## src/rtl/pipe_if_queue.sv

```systemverilog
// Instruction-fetch stage: owns the fetch PC, drives a synchronous ROM and buffers
// returned instructions in a DEPTH-entry circular queue so decode can stall freely.
module pipe_if_queue #(
  parameter int              XLEN     = 32,
  parameter int              ADDR_W   = 6,
  parameter int              DEPTH    = 4,
  parameter logic [XLEN-1:0] RESET_PC = '0
) (
  input  logic              clock,
  input  logic              resetn,
  input  logic [1:0]        pcsource,
  input  logic [XLEN-1:0]   bpc,
  input  logic [XLEN-1:0]   da,
  input  logic [XLEN-1:0]   jpc,
  input  logic              stall,
  output logic [ADDR_W-1:0] imem_addr,
  input  logic [XLEN-1:0]   imem_data,
  output logic [XLEN-1:0]   ins,
  output logic [XLEN-1:0]   pc4,
  output logic              ins_valid
);

  localparam int PTR_W = (DEPTH > 1) ? $clog2(DEPTH) : 1;
  localparam int CNT_W = PTR_W + 1;

  typedef struct packed {
    logic [XLEN-1:0] ins;
    logic [XLEN-1:0] pc4;
  } q_entry_t;

  logic [XLEN-1:0]  fpc;
  logic [XLEN-1:0]  held_pc4;
  logic             inflight;
  logic [PTR_W-1:0] rd_ptr;
  logic [PTR_W-1:0] wr_ptr;
  logic [CNT_W-1:0] count;
  logic [CNT_W-1:0] occ;
  q_entry_t         q_mem [DEPTH];
  q_entry_t         head;
  q_entry_t         last_q;

  logic             redirect;
  logic             issue;
  logic             push;
  logic             pop;
  logic [XLEN-1:0]  target;

  assign redirect  = |pcsource;
  assign imem_addr = fpc[ADDR_W+1:2];
  assign ins_valid = (count != '0);
  assign head      = q_mem[rd_ptr];

  // Credit check counts the in-flight fetch, so a returning word always has a slot.
  assign occ   = count + CNT_W'(inflight);
  assign issue = !redirect && (occ < CNT_W'(DEPTH));
  assign push  = inflight && !redirect;
  assign pop   = ins_valid && !stall && !redirect;

  always_comb begin
    target = fpc;
    unique case (pcsource)
      2'b01:   target = bpc;
      2'b10:   target = da;
      2'b11:   target = jpc;
      default: target = fpc;
    endcase
  end

  // Empty queue keeps presenting the last head seen rather than a stale slot.
  assign ins = ins_valid ? head.ins : last_q.ins;
  assign pc4 = ins_valid ? head.pc4 : last_q.pc4;

  always_ff @(posedge clock or negedge resetn) begin
    if (!resetn) begin
      fpc      <= RESET_PC;
      held_pc4 <= '0;
      inflight <= 1'b0;
      rd_ptr   <= '0;
      wr_ptr   <= '0;
      count    <= '0;
      last_q   <= '0;
    end else begin
      if (redirect) begin
        fpc      <= target & ~XLEN'(3);
        inflight <= 1'b0;
        rd_ptr   <= '0;
        wr_ptr   <= '0;
        count    <= '0;
      end else begin
        if (issue) begin
          fpc      <= fpc + XLEN'(4);
          held_pc4 <= fpc + XLEN'(4);
        end
        inflight <= issue;
        if (push) wr_ptr <= wr_ptr + PTR_W'(1);
        if (pop)  rd_ptr <= rd_ptr + PTR_W'(1);
        unique case ({push, pop})
          2'b10:   count <= count + CNT_W'(1);
          2'b01:   count <= count - CNT_W'(1);
          default: count <= count;
        endcase
      end
      if (ins_valid) last_q <= head;
    end
  end

  // Queue storage needs no reset: count gates every read.
  always_ff @(posedge clock) begin
    if (push) q_mem[wr_ptr] <= '{ins: imem_data, pc4: held_pc4};
  end

endmodule

```

## config.mk

```make
export PLATFORM = sky130hd
export DESIGN_NAME = pipe_if_queue
export DESIGN_NICKNAME = d
export VERILOG_FILES = /design/src/rtl/pipe_if_queue.sv
export SDC_FILE = /design/constraint.sdc
export NUM_CORES = 1
export LEC_CHECK = 0
export ABC_CLOCK_PERIOD_IN_PS = 2600
export BUFFER_PORTS_ARGS = -buffer_cell sky130_fd_sc_hd__buf_2
export CAP_MARGIN = 20
export CELL_PAD_IN_SITES_DETAIL_PLACEMENT = 2
export CELL_PAD_IN_SITES_GLOBAL_PLACEMENT = 2
export CORE_UTILIZATION = 39
export CTS_CLUSTER_DIAMETER = 30
export CTS_CLUSTER_SIZE = 28
export DETAILED_ROUTE_END_ITERATION = 12
export GPL_ROUTABILITY_DRIVEN = 1
export PLACE_DENSITY_LB_ADDON = 0.25
export SLEW_MARGIN = 20
export SYNTH_ARGS = -nofsm -noshare
export SYNTH_HDL_FRONTEND = slang
export SYNTH_SLANG_ARGS = --single-unit
```

## constraint.sdc

```tcl
create_clock -name clock -period 2.6 [get_ports clock]
set_input_delay 0.26 -clock clock [delete_from_list [all_inputs] [get_ports clock]]
set_output_delay 0.26 -clock clock [all_outputs]
set_load 0.02 [all_outputs]
```

==> flow_metrics.py, run 1 <==
metrics = {
    "run_status": {
        "status": "finished with violations",
        "violations": "negative setup slack",
    },
    "route": {
        "drtPass1Iterations": 4,
        "drt_wl_total_um": 48560,
        "vias_per_cell": 5.134,
        "ant_nets": 0,
        "drt_iter0_markers": 437,
        "vias": 9539,
        "wl_per_cell_um": 26.14,
        "drcViolationCount": 0,
    },
    "setup_path": {
        "crit_path_end_kind": "output port",
        "cp_max_fo": 8,
        "path_buf_inv": 4,
        "endpoint": "ins[15]",
        "reg2reg_from": "inflight",
        "critPathArrivalTime_ns": 2.44,
        "slowest_delay_ns": 0.54,
        "cp-start-kind": "flop",
        "cp.depth": 6,
        "crit_top_cell": "buf_12",
        "rr_worst_depth": 7,
        "r2r_end": "fpc[3]",
        "worstSetupStartpoint": "rd_ptr[0]",
        "path_class": "flop to output port",
        "worst_ep_required_time_ns": 2.34,
        "path_cells": "buf_12 -> buf_12 -> buf_16 -> mux4_2 -> mux2_4 -> buf_6",
        "crit_family": "multiplexers",
        "reg2reg_slack_ns": 0.12,
        "cp_slowest_cell": "mux4_2",
    },
    "sta": {
        "rsz0062_at_grt": "true",
        "slew_headroom": 0.5887,
        "fin_crit_ns": 2.699,
        "timing.setup.tns_ns": -0.7882,
        "setup_viol": 24,
        "whs_ns": 0.02635,
        "hold_viol": 0,
        "worstMarginPinSlew_ns": 0.6147,
        "max_freq_ghz": 0.3705,
        "fin_crit_sh": 1.038,
        "report.final.slew_viol_count": 0,
        "worst_slack_ns": -0.09878,
        "fin_skew_ns": 0.02314,
    },
    "global_route": {
        "met3_usage": 0.04762,
        "grt_pass1_wl_um": 71300,
        "grt_pass1_vias": 11230,
        "use_met1": 0.2823,
        "grt-ovfl-total": 0,
        "grt_max_degree": 50,
        "grt-busiest-layer": "met2",
        "antenna_found_initial": 0,
        "gr-usage-met2": 0.4249,
        "gr-usage-all-layers": 0.2366,
    },
    "finish": {
        "diodes": 0,
        "fillers": 3366,
        "layout_common_cells": "248 x edfxtp_1, 147 x buf_2, 126 x dfrtp_1, 103 x dlygate4sd3_1, 96 x clkbuf_16",
        "layout_commonest_cell": "edfxtp_1",
        "syn_to_final_growth_pct": 44.74,
        "fin_area_um2": 22450,
        "final_nets": 1404,
        "seqCellArea_um2": 10710,
        "drive_gt1_frac": 0.4366,
        "fin_cells": 1858,
        "multi_input_area_um2": 4712,
    },
    "floorplanning": {
        "pin_count": 204,
        "dieArea_um2": 40570,
        "core_area_um2": 38920,
        "die_h_um": 201.4,
        "initial_core_util": 0.3985,
        "rows": 72,
        "die-width_um": 201.4,
    },
    "place": {
        "port_buffers": 195,
        "hpwlAfterDp_um": 25040,
        "dpl_cell_area_um2": 17330,
        "dp_cells": 1557,
        "gp_congestion": 0.7411,
    },
    "flow_run": {
        "cap_violations": 0,
    },
    "logic_synthesis": {
        "synth-seq-cells": 378,
        "yosysSeqAreaShare": 0.6899,
        "synth.cell_area_um2": 15510,
        "yosys_warnings": 0,
        "async_reset_ff_frac": 0.3439,
        "synthesis.instances": 868,
        "synth_flop_cell": "edfxtp_1",
        "syn_avg_cell_area_um2": 17.87,
        "synth-edff-count": 248,
        "synth_cell_types": 43,
    },
    "min_path": {
        "hold_class": "primary input to flop",
    },
    "power_and_ir_drop": {
        "cellPowerDensity_nw_per_um2": 1010,
        "p_sw_mw": 5.691,
        "total_power_mw": 22.67,
        "power_frac_comb": 0.143,
        "leakagePower_nw": 8.731,
        "p_int_mw": 16.98,
        "p_sw_frac": 0.2510,
        "power.share.sequential": 0.331,
        "p_clk_frac": 0.526,
        "ir_worst_vdd_v": 0.0005735,
    },
    "clocking": {
        "clkTransAtPathRegs_ns": 0.04,
        "clock_latency_ns": 0.60,
        "cts_tree": "yes",
        "cts.htree.levels": 3,
        "cts_inserted_buffers": 90,
        "cts.sinks": 378,
        "clock-root-buffer": "clkbuf_16",
        "cts_buffer_depth": 3,
    },
}
flip-flops by register name (all words and copies together) (netlist names):
| register | flops |
|---|---|
| q_mem | 248 |
| count | 3 |
| last_q | 62 |
| wr_ptr | 2 |
| inflight | 1 |
| fpc | 30 |
| held_pc4 | 30 |
| rd_ptr | 2 |
how the worst min path moves through the flow:
stage	slack [ns]	to	from	cells after the start
after floorplan	-0.04	count[0]	resetn	0
after global placement	0.27	last_q[35]	resetn	1
after detailed placement	0.27	last_q[35]	resetn	1
after CTS	0.002	fpc[22]	da[22]	2
after global routing	0.02	fpc[22]	bpc[22]	2
final	0.03	fpc[26]	bpc[26]	4
Yosys cell counts (2+ instances only):
cell type | n | area share
and4_4 | 2 | 0.0015
nand3_1 | 14 | 0.0045
nand4_1 | 13 | 0.0052
a21oi_1 | 4 | 0.0013
buf_2 | 21 | 0.0068
xnor2_1 | 35 | 0.020
clkbuf_1 | 21 | 0.0051
dfrtp_1 | 130 | 0.21
xor2_1 | 23 | 0.013
inv_1 | 6 | 0.0015
or3_1 | 4 | 0.0016
buf_4 | 10 | 0.0048
ha_1 | 5 | 0.0040
and2_1 | 5 | 0.0020
nor4_1 | 11 | 0.0044
mux4_2 | 89 | 0.13
edfxtp_1 | 248 | 0.48
nor2b_1 | 4 | 0.0016
nand2b_1 | 3 | 0.0012
mux2_2 | 64 | 0.046
nor2_1 | 20 | 0.0048
nand3_2 | 3 | 0.0019
nor3_1 | 10 | 0.0032
buf_1 | 4 | 0.00097
nor4_2 | 3 | 0.0024
nand2_1 | 58 | 0.014
and3_1 | 8 | 0.0032
o21bai_1 | 2 | 0.00097
o21ai_0 | 28 | 0.0090
mux2i_1 | 7 | 0.0045
power by group through the flow:
stage          registers [mW]  clock network (mW)  logic [mW]
4_1_cts                  7.47                12.0        2.87
3_3_place_gp             7.47                   0        2.20
6_report                 7.50                11.9        3.24
2_1_floorplan            7.35                   0        1.48
5_1_grt                  7.55                12.4        3.42
3_5_place_dp             7.53                   0        2.27
metrics by stage:
stage                     setup slack (ns)    util
after CTS                         -0.08499  0.5698
after detailed placement            0.2083  0.4453
after global routing               -0.1616  0.5768
final                             -0.09878  0.5768
after global placement              0.3448  0.4453
after floorplan                     0.4961       -
final cells by class:
cell class              count  area share
clock buffers             117      0.1136
inverters                   6    0.001003
clock inverters            50     0.02976
repair buffers            361      0.1399
flip-flops and latches    378      0.4770
multi-input cells         428      0.2099
well taps                 518     0.02887
worst reg2reg max path: stages (launching register included):
cell           delay [ns]
dfrtp_1              0.62
nand3_4              0.17
xor2_2               0.23
buf_12               0.18
nand2_1              0.07
nand2_1              0.04
mux4_2               0.45
dlygate4sd3_1        0.59
cells by family (layout without fill, tap and decap cells):
logic type | Yosys count | after routing | synth area share
AO/OA/AOI/OAI | 37 | 37 | 0.01283
XOR/XNOR | 60 | 60 | 0.03558
adder cells (fa/ha/maj) | 6 | 6 | 0.005324
buffers and inverters | 63 | 534 | 0.01984
flip-flops | 378 | 378 | 0.6899
multiplexers | 160 | 160 | 0.1802
other | 1 | 2 | 0.0002418
AND/OR/NAND/NOR | 163 | 163 | 0.05607
metal layers:
metal  vias up  share of wire
met1      4990           0.40
met5         -              0
met4         0          0.023
met3        78          0.047
met2       301           0.53
li1       4170              -
what timing repair did:
action / CTS / global route
pin swaps: 1 / 0
hold buffers: 103 / 0
gates resized for setup: 88 / 68
hold endpoints to repair: 198 / 0
buffers inserted: 21 / 7
gates cloned: 3 / 1
setup endpoints to repair: 62 / 50
No activity file was read; power rests on OpenSTA's default activity.
==> run 2, diff against run 1 <==
Settings changed: ABC_CLOCK_PERIOD_IN_PS 2600 to 2500, CORE_UTILIZATION 39 to 40.
Clock period 2.6 ns to 2.5 ns, I/O delays scaled along.
==> flow_metrics.py, run 2 (synthesis results as in run 1) <==
metrics = {
    "run_status": {
        "status": "finished with violations",
        "violations": "negative setup slack",
    },
    "place": {
        "dp_cells": 1551,
        "post-place-ws_ns": 0.1961,
        "hpwlAfterDp_um": 23380,
        "gp_congestion": 0.7375,
        "port_buffers": 195,
    },
    "global_route": {
        "grt-ovfl-total": 0,
        "grt_pass1_wl_um": 72190,
        "grt_pass1_vias": 11090,
        "antenna_found_initial": 0,
        "grt_max_degree": 63,
        "gr-usage-all-layers": 0.2541,
    },
    "route": {
        "drt_iter0_markers": 375,
        "ant_nets": 0,
        "vias_per_cell": 5.141,
        "drtPass1Iterations": 4,
        "drt_wl_total_um": 48330,
        "wl_per_cell_um": 26.02,
        "vias": 9547,
        "drcViolationCount": 0,
    },
    "sta": {
        "fin_crit_sh": 1.057,
        "timing.setup.tns_ns": -3.880,
        "max_freq_ghz": 0.3785,
        "report.final.slew_viol_count": 0,
        "slew_headroom": 0.5972,
        "worst_slack_ns": -0.1423,
        "rsz0062_at_grt": "true",
        "hold_viol": 0,
        "fin_skew_ns": 0.02351,
        "fin_crit_ns": 2.642,
        "whs_ns": 0.01750,
        "setup_viol": 61,
        "worstMarginPinSlew_ns": 0.6042,
    },
    "setup_path": {
        "worst_ep_required_time_ns": 2.25,
        "cp-start-kind": "flop",
        "path_cells": "buf_12 -> buf_12 -> mux4_2 -> mux2_4 -> buf_6",
        "crit_top_cell": "buf_12",
        "cp_max_fo": 8,
        "rr_worst_depth": 6,
        "reg2reg_slack_ns": 0.20,
        "slowest_delay_ns": 0.55,
        "path_class": "flop to output port",
        "reg2reg_from": "count[0]",
        "r2r_end": "fpc[17]",
        "cp_slowest_cell": "mux4_2",
        "critPathArrivalTime_ns": 2.39,
        "path_buf_inv": 3,
        "crit_family": "multiplexers",
        "crit_path_end_kind": "output port",
    },
    "clocking": {
        "cts_tree": "yes",
        "cts_buffer_depth": 3,
        "cts.htree.levels": 3,
        "clkTransAtPathRegs_ns": 0.05,
        "clock-root-buffer": "clkbuf_16",
        "clock_latency_ns": 0.60,
        "cts.sinks": 378,
        "cts_inserted_buffers": 84,
    },
    "flow_run": {
        "cap_violations": 0,
    },
    "finish": {
        "layout_commonest_cell": "edfxtp_1",
        "fillers": 3221,
        "top_register": "q_mem",
        "syn_to_final_growth_pct": 44.39,
        "final_nets": 1413,
        "drive_gt1_frac": 0.4368,
        "fin_cells": 1857,
        "largest_reg_flops": 248,
        "top_regs": "q_mem (248), last_q (62)",
        "diodes": 0,
        "layout_common_cells": "248 x edfxtp_1, 137 x buf_2, 126 x dfrtp_1, 108 x dlygate4sd3_1, 89 x mux4_2",
    },
    "floorplanning": {
        "pin_count": 204,
        "initial_core_util": 0.4089,
        "die-width_um": 198.9,
        "dieArea_um2": 39570,
        "die_h_um": 198.9,
        "core_area_um2": 37930,
        "rows": 71,
    },
    "power_and_ir_drop": {
        "ir_worst_vdd_v": 0.0005015,
        "total_power_mw": 23.36,
        "cellPowerDensity_nw_per_um2": 1043,
        "leakagePower_nw": 8.722,
    },
    "min_path": {
        "hold_class": "primary input to flop",
        "holdPathEnd": "fpc[3]",
        "holdPathStages": 2,
        "hp-start": "bpc[3]",
    },
}
==> run 2: cell count changes in the layout (fill, tap and decap cells not counted), moves of 7 or more <==
cell	previous run	this run
buf_12	21	13
buf_2	147	137
buf_4	37	53
buf_6	48	57
clkbuf_1	13	6
clkbuf_16	96	87
clkbuf_8	9	2
clkinvlp_4	5	15
mux2_2	18	9
mux2_4	46	55
==> run 2: per-stage QoR <==
stage / util / cell area (µm²)
2_1_floorplan: - / 15520
3_3_place_gp: 0.4551 / 17260
3_5_place_dp: 0.4551 / 17260
4_1_cts: 0.5856 / 22220
5_1_grt: 0.5904 / 22400
6_report: 0.5904 / 22400
==> run 2: final cells by class <==
| class | instances | area [µm²] | share of cell area |
|---|---|---|---|
| Inverter | 6 | 22.52 | 0.001006 |
| Tap cell | 511 | 639.4 | 0.02855 |
| Clock buffer | 95 | 2227 | 0.09945 |
| Multi-Input combinational cell | 428 | 4728 | 0.2111 |
| Clock inverter | 63 | 820.8 | 0.03665 |
| Timing Repair Buffer | 376 | 3249 | 0.1451 |
| Sequential cell | 378 | 10710 | 0.4781 |
==> run 2: metal layers <==
metal	routed length, µm	track usage
met5	0	0
met2	25710	0.4551
met4	864	0.07806
met3	2501	0.05951
met1	19250	0.3014
==> run 2: worst max path at each step <==
stage / startpoint / endpoint / slack (ns) / cells past startpoint
6_report: rd_ptr[0] / ins[26] / -0.14 / 5
5_1_grt: rd_ptr[0] / ins[11] / -0.20 / 5
4_1_cts: rd_ptr[0] / pc4[25] / -0.14 / 5
3_5_place_dp: rd_ptr[0] / pc4[25] / 0.20 / 4
3_3_place_gp: rd_ptr[0] / pc4[25] / 0.22 / 4
2_1_floorplan: rd_ptr[0] / ins[10] / 0.41 / 4
==> run 2: power by group <==
| part | internal [mW] | switching (mW) |
|---|---|---|
| Combinational | 1.90 | 1.73 |
| Clock | 8.17 | 3.76 |
| Sequential | 7.35 | 0.454 |
| Total | 17.4 | 5.94 |
==> run 2: what timing repair did <==
action | 4_1_cts | 5_1_grt
gates cloned | 3 | 0
buffers inserted | 24 | 13
resized for setup | 161 | 25
setup endpoints to repair | 62 | 62
pin swaps | 1 | 0
hold endpoints to repair | 216 | 0
hold buffers | 108 | 0
==> run 3, diff against run 2 <==
Settings changed: ABC_CLOCK_PERIOD_IN_PS 2500 to 2800, CORE_MARGIN set to 2.
Clock period 2.5 ns to 2.8 ns, I/O delays scaled along.
==> flow_metrics.py, run 3 (synthesis results as in run 1) <==
metrics = {
    "setup_path": {
        "worst_ep_required_time_ns": 2.52,
        "path_class": "flop to output port",
        "reg2reg_slack_ns": 0.16,
        "critPathArrivalTime_ns": 2.41,
        "cp-start-kind": "flop",
        "crit_path_end_kind": "output port",
        "cp_max_fo": 9,
    },
    "route": {
        "vias_per_cell": 5.089,
        "drt_wl_total_um": 43670,
        "wl_per_cell_um": 24.15,
        "drt_iter0_markers": 371,
        "drcViolationCount": 0,
        "vias": 9201,
        "ant_nets": 0,
        "drtPass1Iterations": 6,
    },
    "sta": {
        "worst_slack_ns": 0.1104,
        "worstMarginPinSlew_ns": 0.6270,
        "setup_viol": 0,
        "hold_viol": 0,
        "fin_crit_sh": 0.9606,
        "fin_skew_ns": 0.02966,
        "report.final.slew_viol_count": 0,
        "fin_crit_ns": 2.690,
        "max_freq_ghz": 0.3718,
        "slew_headroom": 0.5820,
        "whs_ns": 0.01785,
    },
    "global_route": {
        "gr-usage-all-layers": 0.2237,
        "antenna_found_initial": 0,
        "grt_pass1_vias": 10940,
        "grt_max_degree": 56,
        "grt-ovfl-total": 0,
        "grt_pass1_wl_um": 68010,
    },
    "clocking": {
        "cts.sinks": 378,
        "clock_latency_ns": 0.61,
        "cts_tree": "yes",
        "clkTransAtPathRegs_ns": 0.04,
        "cts_buffer_depth": 3,
        "clock-root-buffer": "clkbuf_16",
        "cts.htree.levels": 3,
        "cts_inserted_buffers": 86,
    },
    "finish": {
        "layout_common_cells": "248 x edfxtp_1, 194 x buf_2, 123 x dfrtp_1, 89 x mux4_2, 86 x clkbuf_16",
        "layout_commonest_cell": "edfxtp_1",
        "final_util": 0.5559,
        "fin_area_um2": 21380,
        "largest_reg_flops": 248,
        "top_regs": "q_mem (248), last_q (62)",
        "multi_input_area_um2": 4543,
        "top_register": "q_mem",
        "seqCellArea_um2": 10710,
        "drive_gt1_frac": 0.4403,
        "fillers": 3364,
        "fin_cells": 1808,
        "diodes": 0,
        "syn_to_final_growth_pct": 37.88,
        "final_nets": 1355,
    },
    "place": {
        "gp_congestion": 0.7340,
        "hpwlAfterDp_um": 24430,
        "post-place-ws_ns": 0.4925,
        "dp_cells": 1555,
        "port_buffers": 195,
        "dpl_cell_area_um2": 17280,
    },
    "floorplanning": {
        "core_area_um2": 38470,
        "die_h_um": 200.9,
        "die-width_um": 200.9,
        "dieArea_um2": 40360,
        "rows": 72,
        "initial_core_util": 0.4032,
        "pin_count": 204,
    },
    "min_path": {
        "hold_class": "primary input to flop",
    },
    "power_and_ir_drop": {
        "ir_worst_vdd_v": 0.0004380,
        "cellPowerDensity_nw_per_um2": 945.1,
        "leakagePower_nw": 8.081,
    },
    "run_status": {
        "status": "finished, final reports clean",
    },
    "flow_run": {
        "cap_violations": 0,
    },
}
==> run 3: layout make-up <==
class,count,area share
sequential,378,0.5010
multi-input combinational,428,0.2125
timing repair buffer,316,0.1058
clock buffer,95,0.1050
clock inverter,67,0.04429
tap,518,0.03031
inverter,6,0.001053
==> run 3: through the flow <==
stage                 TNS, ns  total power [mW]
finish                      0             20.21
global route        -0.004723             20.93
CTS                         0             20.38
detailed placement          0             9.103
global placement            0             8.979
floorplan                   0             8.206
==> run 3: worst max-delay path, stage by stage (launching register included) <==
cell,delay [ns]
dfrtp_4,0.56
buf_4,0.26
mux4_2,0.52
mux2_2,0.30
buf_2,0.17
==> run 3: final timing paths <==
kind	from	to	depth (start not counted)
max	rd_ptr[0]	ins[31]	4
min	bpc[25]	fpc[25]	2
max reg2reg	fpc[16]	fpc[19]	7
min reg2reg	last_q[6]	last_q[6]	1
max in group asynchronous	resetn	held_pc4[25]	3
min in group asynchronous	resetn	last_q[38]	2
==> run 3: layer usage <==
metal  track usage  vias up  share of wire
met5             0        -              0
met4       0.07328        0          0.018
met3       0.04610       55          0.047
met2        0.3956      260           0.53
met1        0.2743     4805           0.40
li1              -     4081              -
==> run 3: what timing repair did <==
action / in CTS / in global routing
buffers inserted: 4 / 3
endpoints found under the setup margin: 49 / 11
hold buffers: 84 / 0
endpoints found under the hold margin: 204 / 0
pin swaps: 0 / 1
gates resized for setup: 0 / 8
==> run 3: power by group <==
group | internal [mW] | switching (mW) | total, mW
clock network | 7.45 | 3.56 | 11.0
logic | 0.951 | 1.32 | 2.27
registers | 6.56 | 0.372 | 6.93
total | 15.0 | 5.25 | 20.2
